[src/rtl/toy_bpu_tage_mem_arb_if.sv]
// Port bundle for the TAGE tagged-table memory arbiter: predict/update
// request streams, memory request/ack and sweep status.
interface toy_bpu_tage_mem_arb_if #(
  parameter int IDX_W  = 8,
  parameter int DATA_W = 16
);
  logic              pred_vld;
  logic              pred_rdy;
  logic [IDX_W-1:0]  pred_idx;
  logic              pred_resp_vld;
  logic [DATA_W-1:0] pred_resp_data;
  logic              upd_vld;
  logic              upd_rdy;
  logic [IDX_W-1:0]  upd_idx;
  logic [DATA_W-1:0] upd_wdata;
  logic              flush;
  logic              mem_req_vld;
  logic              mem_req_wren;
  logic [IDX_W-1:0]  mem_req_addr;
  logic [DATA_W-1:0] mem_req_wdata;
  logic [DATA_W-1:0] mem_ack_rdata;
  logic              sweep_busy;

  modport master (
    output pred_vld, pred_idx, upd_vld, upd_idx, upd_wdata, flush, mem_ack_rdata,
    input  pred_rdy, pred_resp_vld, pred_resp_data, upd_rdy,
           mem_req_vld, mem_req_wren, mem_req_addr, mem_req_wdata, sweep_busy
  );

  modport slave (
    input  pred_vld, pred_idx, upd_vld, upd_idx, upd_wdata, flush, mem_ack_rdata,
    output pred_rdy, pred_resp_vld, pred_resp_data, upd_rdy,
           mem_req_vld, mem_req_wren, mem_req_addr, mem_req_wdata, sweep_busy
  );
endinterface

[src/rtl/toy_bpu_tage_mem_arb.sv]
// Single-port scheduler for one TAGE tagged table: predict reads, FIFO-buffered
// update writes and a periodic U-field aging sweep. Define TAGE_MEM_ARB_STARVE_EN
// to enable the forced update write after STARVE_MAX stalled cycles.
module toy_bpu_tage_mem_arb #(
  parameter int IDX_W        = 8,
  parameter int DATA_W       = 16,
  parameter int U_W          = 2,
  parameter int UPD_DEPTH    = 4,
  parameter int STARVE_MAX   = 8,
  parameter int CLR_PERIOD_W = 18
) (
  input  logic                   clk,
  input  logic                   rst_n,
  toy_bpu_tage_mem_arb_if.slave  bus
);
  localparam int AW = $clog2(UPD_DEPTH);
  localparam int PW = AW + 1;

  localparam logic [1:0] ST_IDLE   = 2'd0;
  localparam logic [1:0] ST_SWP_RD = 2'd1;
  localparam logic [1:0] ST_SWP_WR = 2'd2;

  if (UPD_DEPTH < 2 || (UPD_DEPTH & (UPD_DEPTH - 1)) != 0 || STARVE_MAX < 1) begin : g_bad_cfg
    $error("toy_bpu_tage_mem_arb: UPD_DEPTH must be a power of 2 >= 2, STARVE_MAX >= 1");
  end

  logic [1:0]              state_q, state_d;
  logic [IDX_W-1:0]        sweep_idx_q, sweep_idx_d;
  logic                    sweep_pend_q, sweep_pend_d;
  logic [CLR_PERIOD_W-1:0] period_cnt_q, period_cnt_d;
  logic [PW-1:0]           wr_ptr_q, wr_ptr_d;
  logic [PW-1:0]           rd_ptr_q, rd_ptr_d;
  logic                    pred_resp_vld_q, pred_resp_vld_d;

  logic [IDX_W-1:0]        fifo_idx_q  [UPD_DEPTH];
  logic [DATA_W-1:0]       fifo_data_q [UPD_DEPTH];

  logic fifo_empty, fifo_full, push, pop, forced, period_wrap;
  logic pred_go, upd_go, swp_wr_go, swp_rd_go;

  assign fifo_empty  = (wr_ptr_q == rd_ptr_q);
  assign fifo_full   = (wr_ptr_q[AW] != rd_ptr_q[AW]) && (wr_ptr_q[AW-1:0] == rd_ptr_q[AW-1:0]);
  assign push        = bus.upd_vld && !fifo_full;
  assign pop         = upd_go;
  assign period_wrap = &period_cnt_q;

`ifdef TAGE_MEM_ARB_STARVE_EN
  localparam int SC_W = $clog2(STARVE_MAX + 1);
  logic [SC_W-1:0] starve_cnt_q, starve_cnt_d;

  always_comb begin
    starve_cnt_d = starve_cnt_q;
    if (fifo_empty || pop) begin
      starve_cnt_d = '0;
    end else if (starve_cnt_q != SC_W'(STARVE_MAX)) begin
      starve_cnt_d = starve_cnt_q + SC_W'(1);
    end
  end

  always_ff @(posedge clk or negedge rst_n) begin
    if (!rst_n) begin
      starve_cnt_q <= '0;
    end else begin
      starve_cnt_q <= starve_cnt_d;
    end
  end

  assign forced = !fifo_empty && (starve_cnt_q == SC_W'(STARVE_MAX));
`else
  assign forced = 1'b0;
`endif

  // Port arbitration: sweep write > forced update > predict > update > sweep read.
  always_comb begin
    swp_wr_go = (state_q == ST_SWP_WR);
    pred_go   = bus.pred_vld && !swp_wr_go && !forced;
    upd_go    = !fifo_empty && !swp_wr_go && (forced || !bus.pred_vld);
    swp_rd_go = (state_q == ST_SWP_RD) && !bus.pred_vld && fifo_empty;

    bus.mem_req_vld   = 1'b0;
    bus.mem_req_wren  = 1'b0;
    bus.mem_req_addr  = '0;
    bus.mem_req_wdata = '0;
    if (swp_wr_go) begin
      bus.mem_req_vld   = 1'b1;
      bus.mem_req_wren  = 1'b1;
      bus.mem_req_addr  = sweep_idx_q;
      bus.mem_req_wdata = {bus.mem_ack_rdata[DATA_W-1:U_W], {U_W{1'b0}}};
    end else if (pred_go) begin
      bus.mem_req_vld   = 1'b1;
      bus.mem_req_addr  = bus.pred_idx;
    end else if (upd_go) begin
      bus.mem_req_vld   = 1'b1;
      bus.mem_req_wren  = 1'b1;
      bus.mem_req_addr  = fifo_idx_q[rd_ptr_q[AW-1:0]];
      bus.mem_req_wdata = fifo_data_q[rd_ptr_q[AW-1:0]];
    end else if (swp_rd_go) begin
      bus.mem_req_vld   = 1'b1;
      bus.mem_req_addr  = sweep_idx_q;
    end
  end

  // Sweep sequencer; a period wrap seen mid-sweep is remembered in sweep_pend.
  always_comb begin
    state_d      = state_q;
    sweep_idx_d  = sweep_idx_q;
    sweep_pend_d = sweep_pend_q;
    period_cnt_d = period_cnt_q + CLR_PERIOD_W'(1);
    case (state_q)
      ST_IDLE: begin
        if (period_wrap || sweep_pend_q) begin
          state_d      = ST_SWP_RD;
          sweep_pend_d = 1'b0;
        end
      end
      ST_SWP_RD: begin
        if (swp_rd_go) state_d = ST_SWP_WR;
        if (period_wrap) sweep_pend_d = 1'b1;
      end
      ST_SWP_WR: begin
        sweep_idx_d = sweep_idx_q + IDX_W'(1);
        state_d     = (sweep_idx_q == {IDX_W{1'b1}}) ? ST_IDLE : ST_SWP_RD;
        if (period_wrap) sweep_pend_d = 1'b1;
      end
      default: state_d = ST_IDLE;
    endcase
  end

  always_comb begin
    wr_ptr_d        = push ? wr_ptr_q + PW'(1) : wr_ptr_q;
    rd_ptr_d        = pop  ? rd_ptr_q + PW'(1) : rd_ptr_q;
    pred_resp_vld_d = pred_go;
  end

  always_ff @(posedge clk or negedge rst_n) begin
    if (!rst_n) begin
      state_q         <= ST_IDLE;
      sweep_idx_q     <= '0;
      sweep_pend_q    <= 1'b0;
      period_cnt_q    <= '0;
      wr_ptr_q        <= '0;
      rd_ptr_q        <= '0;
      pred_resp_vld_q <= 1'b0;
    end else begin
      state_q         <= state_d;
      sweep_idx_q     <= sweep_idx_d;
      sweep_pend_q    <= sweep_pend_d;
      period_cnt_q    <= period_cnt_d;
      wr_ptr_q        <= wr_ptr_d;
      rd_ptr_q        <= rd_ptr_d;
      pred_resp_vld_q <= pred_resp_vld_d;
    end
  end

  // FIFO storage needs no reset: entries are only read between push and pop.
  always_ff @(posedge clk) begin
    if (push) begin
      fifo_idx_q[wr_ptr_q[AW-1:0]]  <= bus.upd_idx;
      fifo_data_q[wr_ptr_q[AW-1:0]] <= bus.upd_wdata;
    end
  end

  assign bus.pred_rdy       = pred_go;
  assign bus.pred_resp_vld  = pred_resp_vld_q && !bus.flush;
  assign bus.pred_resp_data = bus.mem_ack_rdata;
  assign bus.upd_rdy        = !fifo_full;
  assign bus.sweep_busy     = (state_q != ST_IDLE);
endmodule
[src/flat_wrapper.sv]
// flat-port wrapper written by rule: the top's interface ports become plain ports
module toy_bpu_tage_mem_arb_flat 
#(
  parameter int IDX_W        = 8,
  parameter int DATA_W       = 16,
  parameter int U_W          = 2,
  parameter int UPD_DEPTH    = 4,
  parameter int STARVE_MAX   = 8,
  parameter int CLR_PERIOD_W = 18
)
  (clk, rst_n, bus_pred_vld, bus_pred_idx, bus_upd_vld, bus_upd_idx, bus_upd_wdata, bus_flush, bus_mem_ack_rdata, bus_pred_rdy, bus_pred_resp_vld, bus_pred_resp_data, bus_upd_rdy, bus_mem_req_vld, bus_mem_req_wren, bus_mem_req_addr, bus_mem_req_wdata, bus_sweep_busy);
  toy_bpu_tage_mem_arb_if #(.IDX_W(IDX_W), .DATA_W(DATA_W)) bus_i ();
  input  logic clk;
  input  logic rst_n;
  input wire logic [$bits(bus_i.pred_vld)-1:0] bus_pred_vld;
  input wire logic [$bits(bus_i.pred_idx)-1:0] bus_pred_idx;
  input wire logic [$bits(bus_i.upd_vld)-1:0] bus_upd_vld;
  input wire logic [$bits(bus_i.upd_idx)-1:0] bus_upd_idx;
  input wire logic [$bits(bus_i.upd_wdata)-1:0] bus_upd_wdata;
  input wire logic [$bits(bus_i.flush)-1:0] bus_flush;
  input wire logic [$bits(bus_i.mem_ack_rdata)-1:0] bus_mem_ack_rdata;
  output wire logic [$bits(bus_i.pred_rdy)-1:0] bus_pred_rdy;
  output wire logic [$bits(bus_i.pred_resp_vld)-1:0] bus_pred_resp_vld;
  output wire logic [$bits(bus_i.pred_resp_data)-1:0] bus_pred_resp_data;
  output wire logic [$bits(bus_i.upd_rdy)-1:0] bus_upd_rdy;
  output wire logic [$bits(bus_i.mem_req_vld)-1:0] bus_mem_req_vld;
  output wire logic [$bits(bus_i.mem_req_wren)-1:0] bus_mem_req_wren;
  output wire logic [$bits(bus_i.mem_req_addr)-1:0] bus_mem_req_addr;
  output wire logic [$bits(bus_i.mem_req_wdata)-1:0] bus_mem_req_wdata;
  output wire logic [$bits(bus_i.sweep_busy)-1:0] bus_sweep_busy;
  assign bus_i.pred_vld = bus_pred_vld;
  assign bus_i.pred_idx = bus_pred_idx;
  assign bus_i.upd_vld = bus_upd_vld;
  assign bus_i.upd_idx = bus_upd_idx;
  assign bus_i.upd_wdata = bus_upd_wdata;
  assign bus_i.flush = bus_flush;
  assign bus_i.mem_ack_rdata = bus_mem_ack_rdata;
  assign bus_pred_rdy = bus_i.pred_rdy;
  assign bus_pred_resp_vld = bus_i.pred_resp_vld;
  assign bus_pred_resp_data = bus_i.pred_resp_data;
  assign bus_upd_rdy = bus_i.upd_rdy;
  assign bus_mem_req_vld = bus_i.mem_req_vld;
  assign bus_mem_req_wren = bus_i.mem_req_wren;
  assign bus_mem_req_addr = bus_i.mem_req_addr;
  assign bus_mem_req_wdata = bus_i.mem_req_wdata;
  assign bus_sweep_busy = bus_i.sweep_busy;
  toy_bpu_tage_mem_arb #(.IDX_W(IDX_W), .DATA_W(DATA_W), .U_W(U_W), .UPD_DEPTH(UPD_DEPTH), .STARVE_MAX(STARVE_MAX), .CLR_PERIOD_W(CLR_PERIOD_W)) u_core (.clk(clk), .rst_n(rst_n), .bus(bus_i));
endmodule
[config.mk]
export PLATFORM = sky130hd
export DESIGN_NAME = toy_bpu_tage_mem_arb_flat
export DESIGN_NICKNAME = d
export VERILOG_FILES = /design/src/rtl/toy_bpu_tage_mem_arb_if.sv /design/src/rtl/toy_bpu_tage_mem_arb.sv /design/src/flat_wrapper.sv
export SDC_FILE = /design/constraint.sdc
export NUM_CORES = 1
export LEC_CHECK = 0
export CAP_MARGIN = 0
export CORE_ASPECT_RATIO = 1.25
export CORE_UTILIZATION = 40
export CTS_BUF_LIST = sky130_fd_sc_hd__clkbuf_16
export CTS_CLUSTER_SIZE = 12
export DETAILED_ROUTE_END_ITERATION = 10
export GPL_TIMING_DRIVEN = 0
export PLACE_DENSITY_LB_ADDON = 0.12
export SYNTH_ARGS = -nofsm -noshare
export SYNTH_HDL_FRONTEND = slang
export SYNTH_SLANG_ARGS = --single-unit
[constraint.sdc]
create_clock -name clk -period 3.65 [get_ports clk]
set_clock_uncertainty 0.15 [all_clocks]
set_input_delay 0.73 -clock clk [delete_from_list [all_inputs] [get_ports clk]]
set_output_delay 0.73 -clock clk [all_outputs]
set_load 0.05 [all_outputs]
# Word level (Yosys, flattened, before mapping)

Memories as Yosys holds them, arrays and structs flattened.
Index checks and enable logic that the tools add are counted.

Equality and inequality tests: 9
Multiplexer cells: 23
Add/subtract/negate cells: 4
Reductions and logical operators: 21

Operators with widths:

| operator              | count |
|---|---|
| $mux 16               | 3 |
| $mux 8                | 4 |
| $add 18x1->18 const B | 1 |
| $reduce_and 18->1     | 1 |
| $mux 1                | 12 |
| $add 8x1->8 const B   | 1 |
| $eq 8x8->1 const B    | 1 |
| $logic_and 1x1->1     | 8 |
| $add 3x1->3 const B   | 2 |
| $ne 2x1->1 const B    | 3 |
| $pmux 2 s3            | 1 |
| $logic_not 1->1       | 5 |
| $mux 2                | 2 |
| $reduce_bool 2->1     | 2 |
| $eq 3x3->1            | 1 |
| $reduce_and 3->1      | 1 |
| $eq 2x1->1 const B    | 1 |
| $eq 2x2->1            | 1 |
| $eq 2x2->1 const B    | 1 |
| $logic_not 2->1       | 1 |
| $pmux 1 s2            | 1 |
| $reduce_and 2->1      | 1 |
| $reduce_or 2->1       | 1 |
| $logic_or 1x1->1      | 1 |
| $ne 1x1->1            | 1 |

Memory bits (writable): 96
Logic and storage cells: 66
Bits of input ports: 53
Bits in registers: 36
Memories: 2

Memory list:

| name               | depth | width | read ports | clocked after Yosys merged registers in | wr ports | RTL line                   | text |
|---|---|---|---|---|---|---|---|
| u_core.fifo_data_q | 4     | 16    | 1          | 0                                       | 1        | toy_bpu_tage_mem_arb.sv:36 | `logic [DATA_W-1:0] fifo_data_q [UPD_DEPTH];` |
| u_core.fifo_idx_q  | 4     | 8     | 1          | 0                                       | 1        | toy_bpu_tage_mem_arb.sv:35 | `logic [IDX_W-1:0] fifo_idx_q [UPD_DEPTH];` |

# Longest topological paths before layout

Depth after elaboration: 7
Mapped depth: 8

# Least setup slack after synthesis

OpenSTA, ideal clock, no wires.

Path kind: reg2out
Start point: reg u_core.rd_ptr_q[0]
End point: out bus_mem_req_wren
Arrival time: 2.211 ns
Cell stages (with the launch flop): 7
Setup slack: 0.559 ns
Required time: 2.770 ns
Path buffers: 3
Cell sequence: dfrtp_1 -> buf_4 -> xor2_1 -> nor3_1 -> buf_2 -> buf_2 -> o21ai_0

Word-level cells in the longest chain between the ends: 7

RTL lines:

| item                           | RTL line                    | text |
|---|---|---|
| start: declaration             | toy_bpu_tage_mem_arb.sv:32  | `logic [PW-1:0] rd_ptr_q, rd_ptr_d;` |
| start signal: assignment       | toy_bpu_tage_mem_arb.sv:150 | `rd_ptr_q <= rd_ptr_d;` |
| $eq 3x3->1                     | toy_bpu_tage_mem_arb.sv:41  | `assign fifo_empty = (wr_ptr_q == rd_ptr_q);` |
| $logic_not 1->1                | toy_bpu_tage_mem_arb.sv:77  | `upd_go = !fifo_empty && !swp_wr_go && (forced \|\| !bus.pred_vld);` |
| $logic_and 1x1->1 (2 in a row) | toy_bpu_tage_mem_arb.sv:77  |  |
| $mux 1                         | toy_bpu_tage_mem_arb.sv:92  | `end else if (upd_go) begin` |
| $mux 1                         | toy_bpu_tage_mem_arb.sv:89  | `end else if (pred_go) begin` |
| $mux 1                         | toy_bpu_tage_mem_arb.sv:84  | `if (swp_wr_go) begin` |
| end: declaration               | flat_wrapper.sv:27          | `output wire logic [$bits(bus_i.mem_req_wren)-1:0] bus_mem_req_wren;` |

No other way between the ends.

# Worst setup path in the final report

Start point: reg u_core.rd_ptr_q[1]
End point: out bus_mem_req_wdata[3]

Word-level cells in the longest chain between the ends: 7
Elaborated cells on any way between the ends: 8
Those cells by class: eq/ne (1); mux (3); reduce/logical (3); memory (1)

RTL lines:

| item                           | RTL line                   | text |
|---|---|---|
| $eq 3x3->1                     | toy_bpu_tage_mem_arb.sv:41 |  |
| $logic_not 1->1                | toy_bpu_tage_mem_arb.sv:77 |  |
| $logic_and 1x1->1 (2 in a row) | toy_bpu_tage_mem_arb.sv:77 |  |
| $mux 16 (*)                    | toy_bpu_tage_mem_arb.sv:92 |  |
| $mux 16 (*)                    | toy_bpu_tage_mem_arb.sv:89 |  |
| $mux 16 (*)                    | toy_bpu_tage_mem_arb.sv:84 |  |
| end: declaration               | flat_wrapper.sv:29         | `output wire logic [$bits(bus_i.mem_req_wdata)-1:0] bus_mem_req_wdata;` |

Mark *: on every way between the ends. The rest lies on a longest branch, timed or not.

==> results_dict.tcl <==
set metrics [dict create \
    grt_max_degree 37 \
    maxSlewViolCount 0 \
    max_freq_mhz 287 \
    period_needed_ps 3480 \
    pwr-share-comb_pct 36.9 \
    ys_seq_area_share_pct 66.6 \
    worst_pin_slew_ps 1290 \
    crit_chain "buf_2 -> xor2_1 -> nor3_2 -> buf_2 -> nor3_4 -> buf_4 -> a22o_1 -> clkdlybuf4s15_1" \
    cts_root_buf "clkbuf_16" \
    grtUsageTotal_pct 16.8 \
    routed_wl_mm 11.2 \
    relSlewSlack_pct 13.8 \
    dpl_cell_area_sq_um 6860 \
    r2r_end "u_core.fifo_idx_q[2][6]$_DFFE_PP_" \
    slowest_delay_ps 490 \
    internal_power_uw 3740 \
    place.detailed.hpwl_mm 7.40 \
    yosys_warnings 0 \
    p_leak_uw 0.00283 \
    initial_core_util_pct 41.1 \
    area_delta_synth_final_pct 30.2 \
    critPathCaptureType "output pin" \
    hp-class "in -> async" \
    r2r_slack_ps 990 \
    postCtsHoldBufs 0 \
    fin_nets 538 \
    drive_above_1_share_pct 23.6 \
    syn_nets 421 \
    vias_per_cell 5.03 \
    setup_slack_ps 165 \
    synth.distinct_cells 35 \
    place_ws_ps -354 \
    syn_avg_cell_area_sq_um 16.0 \
    hold_violations 0 \
    crit_top_cell "buf_2" \
    htreeDepth 4 \
    fin_setup_tns_ps 0 \
    design_area_sq_um 7390 \
    clock_sinks 132 \
    drc 0 \
    crit_end "bus_mem_req_wdata[3]" \
    startpoint_type "flip-flop" \
    synth_edf_count 96 \
    die_area_sq_um 14700 \
    num_vias 3313 \
    synth_flop_cell "edfxtp_1" \
    timing.hold.ws_ps 257 \
    grt_pass1_wl_mm 18.0 \
    firstDrtPassIters 4 \
    syn_area_sq_um 5680 \
    cts_made_buffers 17 \
    pwr-share-seq_pct 34.7 \
    swShare_pct 35.1 \
    synthArstFlopShare_pct 27.3 \
    first_global_vias 3493 \
    overflow 0 \
    arrival_ps 2600 \
    dp.cells 627 \
    clk_latency_ps 410 \
    cp_max_fo 10 \
    routedWlPerCell_um 17.0 \
    worstSetupPathType "reg -> out" \
    slowest_stage "clkdlybuf4s15_1" \
    clockBufferDepth 2 \
    num_antenna_cells 0 \
    worstReg2RegStart "u_core.rd_ptr_q[1]$_DFFE_PN0P_" \
    port_buffers 96 \
    crit_required_ps 2770 \
    cts_tree "built" \
    core_area_sq_um 13800 \
    first_iter_violations 163 \
    die_h_um 135 \
    io_pins 99 \
    finalSetupViolations 0 \
    period_share_pct 95.5 \
    synthCells 356 \
    maxCapViolCount 0 \
    power_density_nw_per_um2 780 \
    peakVddDrop_mv 0.433 \
    critPathLaunch "u_core.rd_ptr_q[1]$_DFFE_PN0P_" \
    ant_nets 0 \
    reg2regPathDepth 5 \
    cts.reportedPaths.clkPinSlew_ps 50 \
    gp_congestion 0.771 \
    fin_cells 659 \
    clkPwrFrac_pct 28.4 \
    rows 48 \
    status "finished clean" \
    ys_ff_latch 132 \
    grt_antenna_before_repair 0 \
    die_x_um 109 \
    power.switching_uw 2020 \
]
## through the flow
step / utilization, % / power (uW)
after floorplan: - / 3560
after global placement: 49.7 / 4260
after detailed placement: 49.6 / 4290
after CTS: 53.7 / 5850
after global routing: 53.5 / 6040
final: 53.5 / 5770
## routing by layer
layer	global-route usage [%]	vias to the layer above	share of wire [%]
met5	0	-	0
met4	7.66	0	1.9
met3	4.43	16	4.5
met2	27.8	74	51
met1	20.5	1646	43
li1	-	1577	-
## logic make-up after synthesis
logic type                 count (synthesis)  synth area share [%]
adders and majority gates                 12                  2.64
buffers and inverters                     39                  3.94
xor gates and xnor gates                  30                  4.63
and+or+nand+nor                           72                  6.68
DFF                                      132                  66.6
AOI/OAI and AO/OA                         42                  4.98
muxes                                     29                  10.5
## state kept, by name (all words and copies together) (netlist names)
register / count
u_core.fifo_data_q: 64
u_core.fifo_idx_q: 32
u_core.period_cnt_q: 18
u_core.pred_resp_vld_q: 1
u_core.rd_ptr_q: 3
u_core.state_q: 2
u_core.sweep_idx_q: 8
u_core.sweep_pend_q: 1
u_core.wr_ptr_q: 3
## cell type report
| cell class | count | area [sq um] |
|---|---|---|
| sequential | 132 | 3780 |
| clock inverter | 13 | 144 |
| tap | 175 | 219 |
| multi-input combinational | 185 | 1680 |
| fill | 1187 | 6420 |
| clock buffer | 17 | 425 |
| inverter | 10 | 37.5 |
| buffer | 29 | 189 |
| timing repair buffer | 98 | 912 |
## power groups by stage
stage,clock network (uW),logic (uW),registers [uW]
after floorplan,0,1550,2010
after global placement,0,2240,2020
after detailed placement,0,2250,2040
after CTS,1670,2170,2010
after global routing,1720,2290,2030
final,1640,2120,2000
## synthesized netlist by cell type (9+ instances only)
library cell | number | area share, %
xor2_1 | 11 | 1.7
dfrtp_1 | 36 | 16
mux4_2 | 24 | 9.5
xnor2_1 | 19 | 2.9
a22o_1 | 14 | 2.2
buf_4 | 19 | 2.5
ha_1 | 12 | 2.6
nand2_1 | 29 | 1.9
inv_1 | 9 | 0.59
o21ai_0 | 10 | 0.88
edfxtp_1 | 96 | 51
## worst min path at each step
| stage | start | to | slack, ps | cells after the start |
|---|---|---|---|---|
| final | rst_n | u_core.sweep_idx_q[3]$_DFFE_PN0P_ | 260 | 1 |
| after global routing | rst_n | u_core.sweep_idx_q[3]$_DFFE_PN0P_ | 310 | 1 |
| after CTS | rst_n | u_core.sweep_idx_q[6]$_DFFE_PN0P_ | 300 | 1 |
| after detailed placement | u_core.period_cnt_q[5]$_DFF_PN0_ | u_core.period_cnt_q[5]$_DFF_PN0_ | 310 | 1 |
| after global placement | u_core.period_cnt_q[5]$_DFF_PN0_ | u_core.period_cnt_q[5]$_DFF_PN0_ | 300 | 1 |
| after floorplan | rst_n | u_core.period_cnt_q[0]$_DFF_PN0_ | 280 | 0 |
## critical path, delay by kind of cell, from the launching register on
kind            cells  cell delay (ps)
compound gates      1              140
xor+xnor            1              240
buf+inv             4             1140
flops               1              340
simple gates        2              330
## cell usage in the layout, fill, tap and decap left out, drive strengths merged, types with 2 or more instances in the layout
cell	synthesis	routed
a21oi	8	8
a22o	14	14
and2	3	3
and3	7	7
and4	5	5
buf	26	29
bufinv	0	3
clkbuf	3	37
clkdlybuf4s15	0	7
clkdlybuf4s50	0	68
clkinv	1	9
dfrtp	36	36
dlygate4sd2	0	2
edfxtp	96	96
ha	12	12
inv	9	10
mux2	5	5
mux4	24	24
nand2	29	29
nand2b	2	2
nand3	7	7
nand4	7	7
nor2	8	8
nor3	2	2
o21ai	10	10
o22ai	7	7
xnor2	19	19
xor2	11	11
## timing repair
item,in CTS,in global routing
endpoints found under the setup margin,26,25
resized for setup,40,37
setup buffers,1,0
pin swaps,1,0
Power figures use the tool's default switching activity.
